<file path="src/rtl/velocidade_pkg.sv">
// Shared types and constants for the toy speed controller.
package velocidade_pkg;
  localparam int LVL_W = 2;
  localparam logic [LVL_W-1:0] LVL_MAX = 2'd3;

  typedef enum logic [2:0] {
    PARADO,
    ACELERANDO,
    CRUZEIRO,
    DESACELERANDO,
    EMERGENCIA
  } estado_t;

  // Duty per level in quarters of the PWM period: 0, 1/4, 1/2, full.
  localparam logic [3:0][2:0] DUTY_QUARTOS = {3'd4, 3'd2, 3'd1, 3'd0};

  function automatic int unsigned duty_of(input logic [LVL_W-1:0] lvl, input int bits);
    return int'(DUTY_QUARTOS[lvl]) << (bits - 2);
  endfunction
endpackage

</file>
<file path="src/rtl/controle_velocidade_if.sv">
// Pins of the speed controller: buttons/sensor in, display/motor out.
interface controle_velocidade_if;
  logic botao_acelera;
  logic botao_freia;
  logic sensor_obstaculo;
  logic chave1;
  logic chave2;
  logic pwm_motor;
  logic parado;

  modport master (output botao_acelera, botao_freia, sensor_obstaculo,
                  input  chave1, chave2, pwm_motor, parado);
  modport slave  (input  botao_acelera, botao_freia, sensor_obstaculo,
                  output chave1, chave2, pwm_motor, parado);
endinterface

</file>
<file path="src/rtl/debounce_botao.sv">
// Active-low pushbutton: 2-flop sync, stable-count debounce, press pulse.
module debounce_botao #(
  parameter int DEBOUNCE_CYCLES = 500000
) (
  input  logic clk,
  input  logic rst_n,
  input  logic botao_n,
  output logic evento
);
  localparam int CW = $clog2(DEBOUNCE_CYCLES + 1);

  logic [1:0]    sync;
  logic          pressionado;
  logic          estado;
  logic [CW-1:0] cnt;

  always_ff @(posedge clk or negedge rst_n) begin
    if (!rst_n) sync <= 2'b11;
    else        sync <= {sync[0], botao_n};
  end

  assign pressionado = ~sync[1];

  // Any cycle agreeing with the accepted state restarts the count.
  always_ff @(posedge clk or negedge rst_n) begin
    if (!rst_n) begin
      estado <= 1'b0;
      cnt    <= '0;
      evento <= 1'b0;
    end else begin
      evento <= 1'b0;
      if (pressionado == estado) begin
        cnt <= '0;
      end else if (cnt == CW'(DEBOUNCE_CYCLES - 1)) begin
        estado <= pressionado;
        cnt    <= '0;
        evento <= pressionado;
      end else begin
        cnt <= cnt + 1'b1;
      end
    end
  end
endmodule

</file>
<file path="src/rtl/controle_velocidade.sv">
// Speed controller: target level from buttons, ramped current level, PWM out.
module controle_velocidade
  import velocidade_pkg::*;
#(
  parameter int DEBOUNCE_CYCLES = 500000,
  parameter int RAMP_CYCLES     = 25000000,
  parameter int PWM_BITS        = 8
) (
  input logic clk,
  input logic rst_n,
  controle_velocidade_if.slave io
);
  localparam int RW = $clog2(RAMP_CYCLES + 1);

  logic [1:0]       botoes_n;
  logic [1:0]       ev;
  logic [1:0]       obs_sync;
  logic             obs_s;
  logic             ev_ok, ev_acel, ev_freia;
  logic [LVL_W-1:0] alvo, atual;
  logic [RW-1:0]    ramp;
  logic [PWM_BITS-1:0] pwm_cnt;
  logic [PWM_BITS:0]   duty;
  estado_t          estado, estado_nx;

  assign botoes_n = {io.botao_freia, io.botao_acelera};

  for (genvar b = 0; b < 2; b++) begin : g_botao
    debounce_botao #(.DEBOUNCE_CYCLES(DEBOUNCE_CYCLES)) u_db (
      .clk    (clk),
      .rst_n  (rst_n),
      .botao_n(botoes_n[b]),
      .evento (ev[b])
    );
  end

  always_ff @(posedge clk or negedge rst_n) begin
    if (!rst_n) obs_sync <= 2'b00;
    else        obs_sync <= {obs_sync[0], io.sensor_obstaculo};
  end

  assign obs_s = obs_sync[1];

  // Presses are dropped while the obstacle holds and on the exit cycle.
  assign ev_ok    = (estado != EMERGENCIA) && !obs_s;
  assign ev_acel  = ev[0] && ev_ok;
  assign ev_freia = ev[1] && ev_ok;

  always_ff @(posedge clk or negedge rst_n) begin
    if (!rst_n) begin
      alvo  <= '0;
      atual <= '0;
      ramp  <= '0;
    end else if (obs_s) begin
      alvo  <= '0;
      atual <= '0;
      ramp  <= '0;
    end else begin
      if (ev_freia) begin
        if (alvo != '0) alvo <= alvo - 2'd1;
      end else if (ev_acel && alvo != LVL_MAX) begin
        alvo <= alvo + 2'd1;
      end
      // Ramp keeps counting across a mid-count target change.
      if (atual == alvo) begin
        ramp <= '0;
      end else if (ramp == RW'(RAMP_CYCLES - 1)) begin
        ramp  <= '0;
        atual <= (atual < alvo) ? atual + 2'd1 : atual - 2'd1;
      end else begin
        ramp <= ramp + 1'b1;
      end
    end
  end

  always_ff @(posedge clk or negedge rst_n) begin
    if (!rst_n) estado <= PARADO;
    else        estado <= estado_nx;
  end

  always_comb begin
    estado_nx = estado;
    if (obs_s) begin
      estado_nx = EMERGENCIA;
    end else begin
      case (estado)
        EMERGENCIA: estado_nx = PARADO;
        default: begin
          if (atual == '0 && alvo == '0) estado_nx = PARADO;
          else if (atual < alvo)         estado_nx = ACELERANDO;
          else if (atual > alvo)         estado_nx = DESACELERANDO;
          else                           estado_nx = CRUZEIRO;
        end
      endcase
    end
  end

  always_ff @(posedge clk or negedge rst_n) begin
    if (!rst_n) pwm_cnt <= '0;
    else        pwm_cnt <= pwm_cnt + 1'b1;
  end

  assign duty         = (PWM_BITS + 1)'(duty_of(atual, PWM_BITS));
  assign io.pwm_motor = {1'b0, pwm_cnt} < duty;
  assign io.chave1    = atual[1];
  assign io.chave2    = atual[0];
  assign io.parado    = (atual == '0);
endmodule

</file>
<file path="src/flat_wrapper.sv">
// flat-port wrapper written by rule: the top's interface ports become plain ports
module controle_velocidade_flat import velocidade_pkg::*;
#(
  parameter int DEBOUNCE_CYCLES = 500000,
  parameter int RAMP_CYCLES     = 25000000,
  parameter int PWM_BITS        = 8
)
  (clk, rst_n, io_botao_acelera, io_botao_freia, io_sensor_obstaculo, io_chave1, io_chave2, io_pwm_motor, io_parado);
  controle_velocidade_if io_i ();
  input logic clk;
  input logic rst_n;
  input wire logic [$bits(io_i.botao_acelera)-1:0] io_botao_acelera;
  input wire logic [$bits(io_i.botao_freia)-1:0] io_botao_freia;
  input wire logic [$bits(io_i.sensor_obstaculo)-1:0] io_sensor_obstaculo;
  output wire logic [$bits(io_i.chave1)-1:0] io_chave1;
  output wire logic [$bits(io_i.chave2)-1:0] io_chave2;
  output wire logic [$bits(io_i.pwm_motor)-1:0] io_pwm_motor;
  output wire logic [$bits(io_i.parado)-1:0] io_parado;
  assign io_i.botao_acelera = io_botao_acelera;
  assign io_i.botao_freia = io_botao_freia;
  assign io_i.sensor_obstaculo = io_sensor_obstaculo;
  assign io_chave1 = io_i.chave1;
  assign io_chave2 = io_i.chave2;
  assign io_pwm_motor = io_i.pwm_motor;
  assign io_parado = io_i.parado;
  controle_velocidade #(.DEBOUNCE_CYCLES(DEBOUNCE_CYCLES), .RAMP_CYCLES(RAMP_CYCLES), .PWM_BITS(PWM_BITS)) u_core (.clk(clk), .rst_n(rst_n), .io(io_i));
endmodule
</file>
<file path="config.mk">
export PLATFORM = sky130hd
export DESIGN_NAME = controle_velocidade_flat
export DESIGN_NICKNAME = d
export VERILOG_FILES = /design/src/rtl/velocidade_pkg.sv /design/src/rtl/controle_velocidade_if.sv /design/src/rtl/debounce_botao.sv /design/src/rtl/controle_velocidade.sv /design/src/flat_wrapper.sv
export SDC_FILE = /design/constraint.sdc
export NUM_CORES = 1
export LEC_CHECK = 0
export CELL_PAD_IN_SITES_DETAIL_PLACEMENT = 0
export CELL_PAD_IN_SITES_GLOBAL_PLACEMENT = 2
export CORE_MARGIN = 2
export CORE_UTILIZATION = 30
export CTS_BUF_LIST = sky130_fd_sc_hd__clkbuf_8
export CTS_CLUSTER_SIZE = 40
export DETAILED_ROUTE_END_ITERATION = 12
export PLACE_DENSITY = 0.73
export SLEW_MARGIN = 20
export SYNTH_ARGS = -nofsm -noshare
export SYNTH_HDL_FRONTEND = slang
export SYNTH_SLANG_ARGS = --single-unit
</file>
<file path="constraint.sdc">
create_clock -name clk -period 1.95 [get_ports clk]
set_input_delay 0.2925 -clock clk [delete_from_list [all_inputs] [get_ports clk]]
set_output_delay 0.2925 -clock clk [all_outputs]
set_load 0.005 [all_outputs]
</file>
==> results of run 1 <==
-- final timing paths --
path                       slack [ps]                                  endpoint  cells past startpoint
max in group asynchronous         870               u_core.atual[1]$_DFFE_PN0P_                      3
setup / recovery                  110               u_core.atual[1]$_DFFE_PN0P_                      5
setup reg to reg                  110               u_core.atual[1]$_DFFE_PN0P_                      5
hold reg to reg                   360  u_core.g_botao[0].u_db.sync[1]$_DFF_PN1_                      0
min in group asynchronous         360                 u_core.ramp[20]$_DFF_PN0_                      2
hold / removal                    330  u_core.g_botao[1].u_db.sync[0]$_DFF_PN1_                      1
-- power groups by stage --
stage          Clock [mW]  Combinational, mW  Sequential (mW)
4_1_cts              1.47              0.105             1.86
6_report             1.41             0.0980             1.86
3_5_place_dp            0              0.103             1.90
3_3_place_gp            0              0.101             1.90
2_1_floorplan           0             0.0351             1.89
5_1_grt              1.54              0.116             1.87
-- cells in the mapped netlist, drive strengths merged, types with 5 or more instances --
library cell,count,area [um^2]
or4,7,56.3
or4b,5,50.1
o21ai,18,90.1
xor2,10,87.6
and4,5,43.8
nor3,9,45.0
clkbuf,9,33.8
nand2,22,82.6
or3,14,88.8
nor2b,5,31.3
nand4,18,134
nor4,16,100
nand3,22,110
xnor2,38,333
o31ai,8,87.6
a21oi,21,105
ha,7,87.6
and3,8,50.1
dfrtp,84,2100
nor2,57,214
inv,13,48.8
-- per-layer routing --
metal / up-vias / global-route usage / part of all wire
met5: - / 0 / 0
met4: 0 / 0.0341 / 0.012
met3: 9 / 0.0346 / 0.026
met2: 26 / 0.204 / 0.46
met1: 1548 / 0.176 / 0.50
li1: 1602 / - / -
-- metrics by stage --
step	worst slack [ps]	total power [mW]	hold WS [ps]	util
2_1_floorplan	153	1.93	-3.09	-
3_3_place_gp	76.1	2.00	224	0.345
3_5_place_dp	41.2	2.00	223	0.345
4_1_cts	15.9	3.43	309	0.361
5_1_grt	15.7	3.52	317	0.362
6_report	115	3.37	334	0.362
-- cell usage in the layout (no fill, tap or decap), types with 2 or more instances in the layout --
| cell | instances |
|---|---|
| dfrtp_1 | 83 |
| clkinvlp_4 | 2 |
| or3_1 | 12 |
| nor2_1 | 57 |
| or4_1 | 6 |
| nor4_1 | 16 |
| nor2b_1 | 5 |
| clkbuf_8 | 10 |
| inv_1 | 14 |
| clkdlybuf4s50_1 | 6 |
| or2_2 | 4 |
| o31ai_4 | 2 |
| buf_4 | 33 |
| xor2_1 | 10 |
| dfstp_2 | 4 |
| and2_1 | 4 |
| xnor2_1 | 38 |
| and4_1 | 5 |
| nand2_1 | 22 |
| nor3_1 | 9 |
| o31ai_1 | 6 |
| nand4_1 | 16 |
| nand3_1 | 22 |
| a21oi_1 | 21 |
| or4b_1 | 4 |
| and3_1 | 8 |
| o21ai_1 | 2 |
| o21ai_0 | 16 |
| bufinv_16 | 2 |
| ha_1 | 7 |
| o41ai_1 | 4 |
-- kinds of logic after synthesis --
kind of cell               Yosys count
AOI/OAI and AO/OA                   56
and+or+nand+nor                    199
muxes                                2
DFF                                 88
xor gates and xnor gates            48
adders and majority gates            7
buffers and inverters               25
-- state kept, by name (all words and copies together) (netlist names) --
name and flops:
u_core.g_botao.u_db.cnt 38, u_core.ramp 25, u_core.pwm_cnt 8, u_core.g_botao.u_db.sync 4, u_core.estado 3, u_core.alvo 2
u_core.atual 2, u_core.g_botao.u_db.estado 2, u_core.g_botao.u_db.evento 2, u_core.obs_sync 2
-- cell type report --
type                            count  share of cell area
Sequential cell                    88               0.439
Multi-Input combinational cell    312               0.394
Timing Repair Buffer               42              0.0682
Tap cell                          180              0.0448
Clock buffer                       10              0.0274
Clock inverter                      6              0.0167
Inverter                           13             0.00970
-- repair_timing --
| item | CTS | global route |
|---|---|---|
| hold buffers | 1 | 0 |
| hold endpoints to repair | 20 | 0 |
| gates resized for setup | 1 | 6 |
| endpoints found under the setup margin | 1 | 4 |
| setup buffers | 0 | 1 |
-- worst max-delay path, cell delays in order, from the launching register on --
cell and delay, ps:
dfrtp_2 440, ha_1 320, a21boi_0 170, nand4_1 150, nor4b_2 270, mux2_2 370
==> reports/qor.txt, run 1 <==
fmax -> 545 MHz
synthesized net count -> 437
Async SR Flop Fraction -> 1.00
post-synthesis sequential area ratio -> 0.516
Initial Utilization -> 0.308
RSZ-0062 raised after global routing -> false
Inst Count DP -> 633
TNS Setup -> 0 ps
initial antenna violation count -> 0
EDFF count, synth -> 0
worst reg2reg startpoint -> u_core.atual[1]$_DFFE_PN0P_
vias in the first global route -> 3,222
DRT Pass-1 Iters -> 4
Reg clk slew, reported paths -> 90 ps
PortBufs -> 8
hold path startpoint -> io_botao_freia
Multi-input gate area -> 1980 um^2
xor/xnor cell area share of the yosys netlist -> 0.0983
wire length of the first global-routing pass -> 15,400 um
H-tree depth -> 3
DR vias -> 3,185
drt total wl -> 8830 um
cell area after layout -> 5030 um^2
Most used DFF post-synth -> dfrtp_1
part of the power in registers -> 0.553
Net Switching -> 0.741 mW
main combinational cell family by area after synthesis -> simple AND/OR/NAND/NOR gates
Cell Area, Synth -> 4280 um^2
Hold WC Path Type -> input pin to register
Synth Area in Adders -> 0.0205
largest net degree at the start of global routing -> 39
max-slew violations -> 0
Pleak -> 1.93 nW
GRT Overall Usage -> 0.129
dpl hpwl -> 6280 um
CP Data Arrival Time -> 2100 ps
cell row count -> 43
simple-gate area share of the yosys netlist -> 0.253
die height -> 123 um
Layout fillers -> 1,419
Placed Area -> 4780 um^2
die width -> 123 um
final-stage net count -> 478
Cell Count, Final, Fillers Out -> 651
kind of critical path -> register to register
CTS sink count -> 88
final worst path period share -> 0.941
Switching Share -> 0.220
total CTS buffers -> 9
average wire per standard cell -> 13.6 um
Period minus WS final -> 1840 ps
# IOs -> 9
grt ovf -> 0
count of warnings emitted by yosys -> 0
drt drc -> 0
Critical Path Sink Type -> register
Slew HR -> 0.741
Seq cells post-synth -> 88
Register Area -> 2210 um^2
crit path from -> u_core.atual[1]$_DFFE_PN0P_
Pint -> 2.63 mW
CP Launch Type -> register
DRT antenna net count -> 0
PwrDens -> 670 nW/um^2
TritonCTS clock tree -> built
Iteration-0 DRC Markers -> 103
Least-Margin Pin Slew -> 389 ps
Die ar. -> 15,200 um^2
clk_lat worst skew -> 370 ps
Fin. Hold Viols -> 0
Fin Clk Skew -> 11.7 ps
worst-path fanout max -> 4
root buffer cell -> clkbuf_8
post-synthesis mux area share -> 0.00498
Distinct cells, synth -> 42
setup violators final -> 0
logic gate share of total power -> 0.029
RD Place Congestion -> 0.793
syn_area_per_cell -> 10.1 um^2
clock network power share -> 0.418
area growth from synthesis to layout -> 17.6%
status -> completed
WP data required -> 2210 ps
number of diodes -> 0
Via density -> 4.89
layout cells sized above 1 -> 0.149
worst vdd ir -> 362 uV
core area -> 13,900 um^2
clock buffer depth -> 2
number of max-cap violations -> 0
Cells after Synth -> 425
post-synthesis compound-gate area fraction -> 0.0840
Power figures use the tool's default switching activity.
==> run 2, diff against run 1 <==
Settings changed: GPL_ROUTABILITY_DRIVEN set to 0.
==> results of run 2 <==
No change in the layout: final DEF, timing and power equal those of run 1.
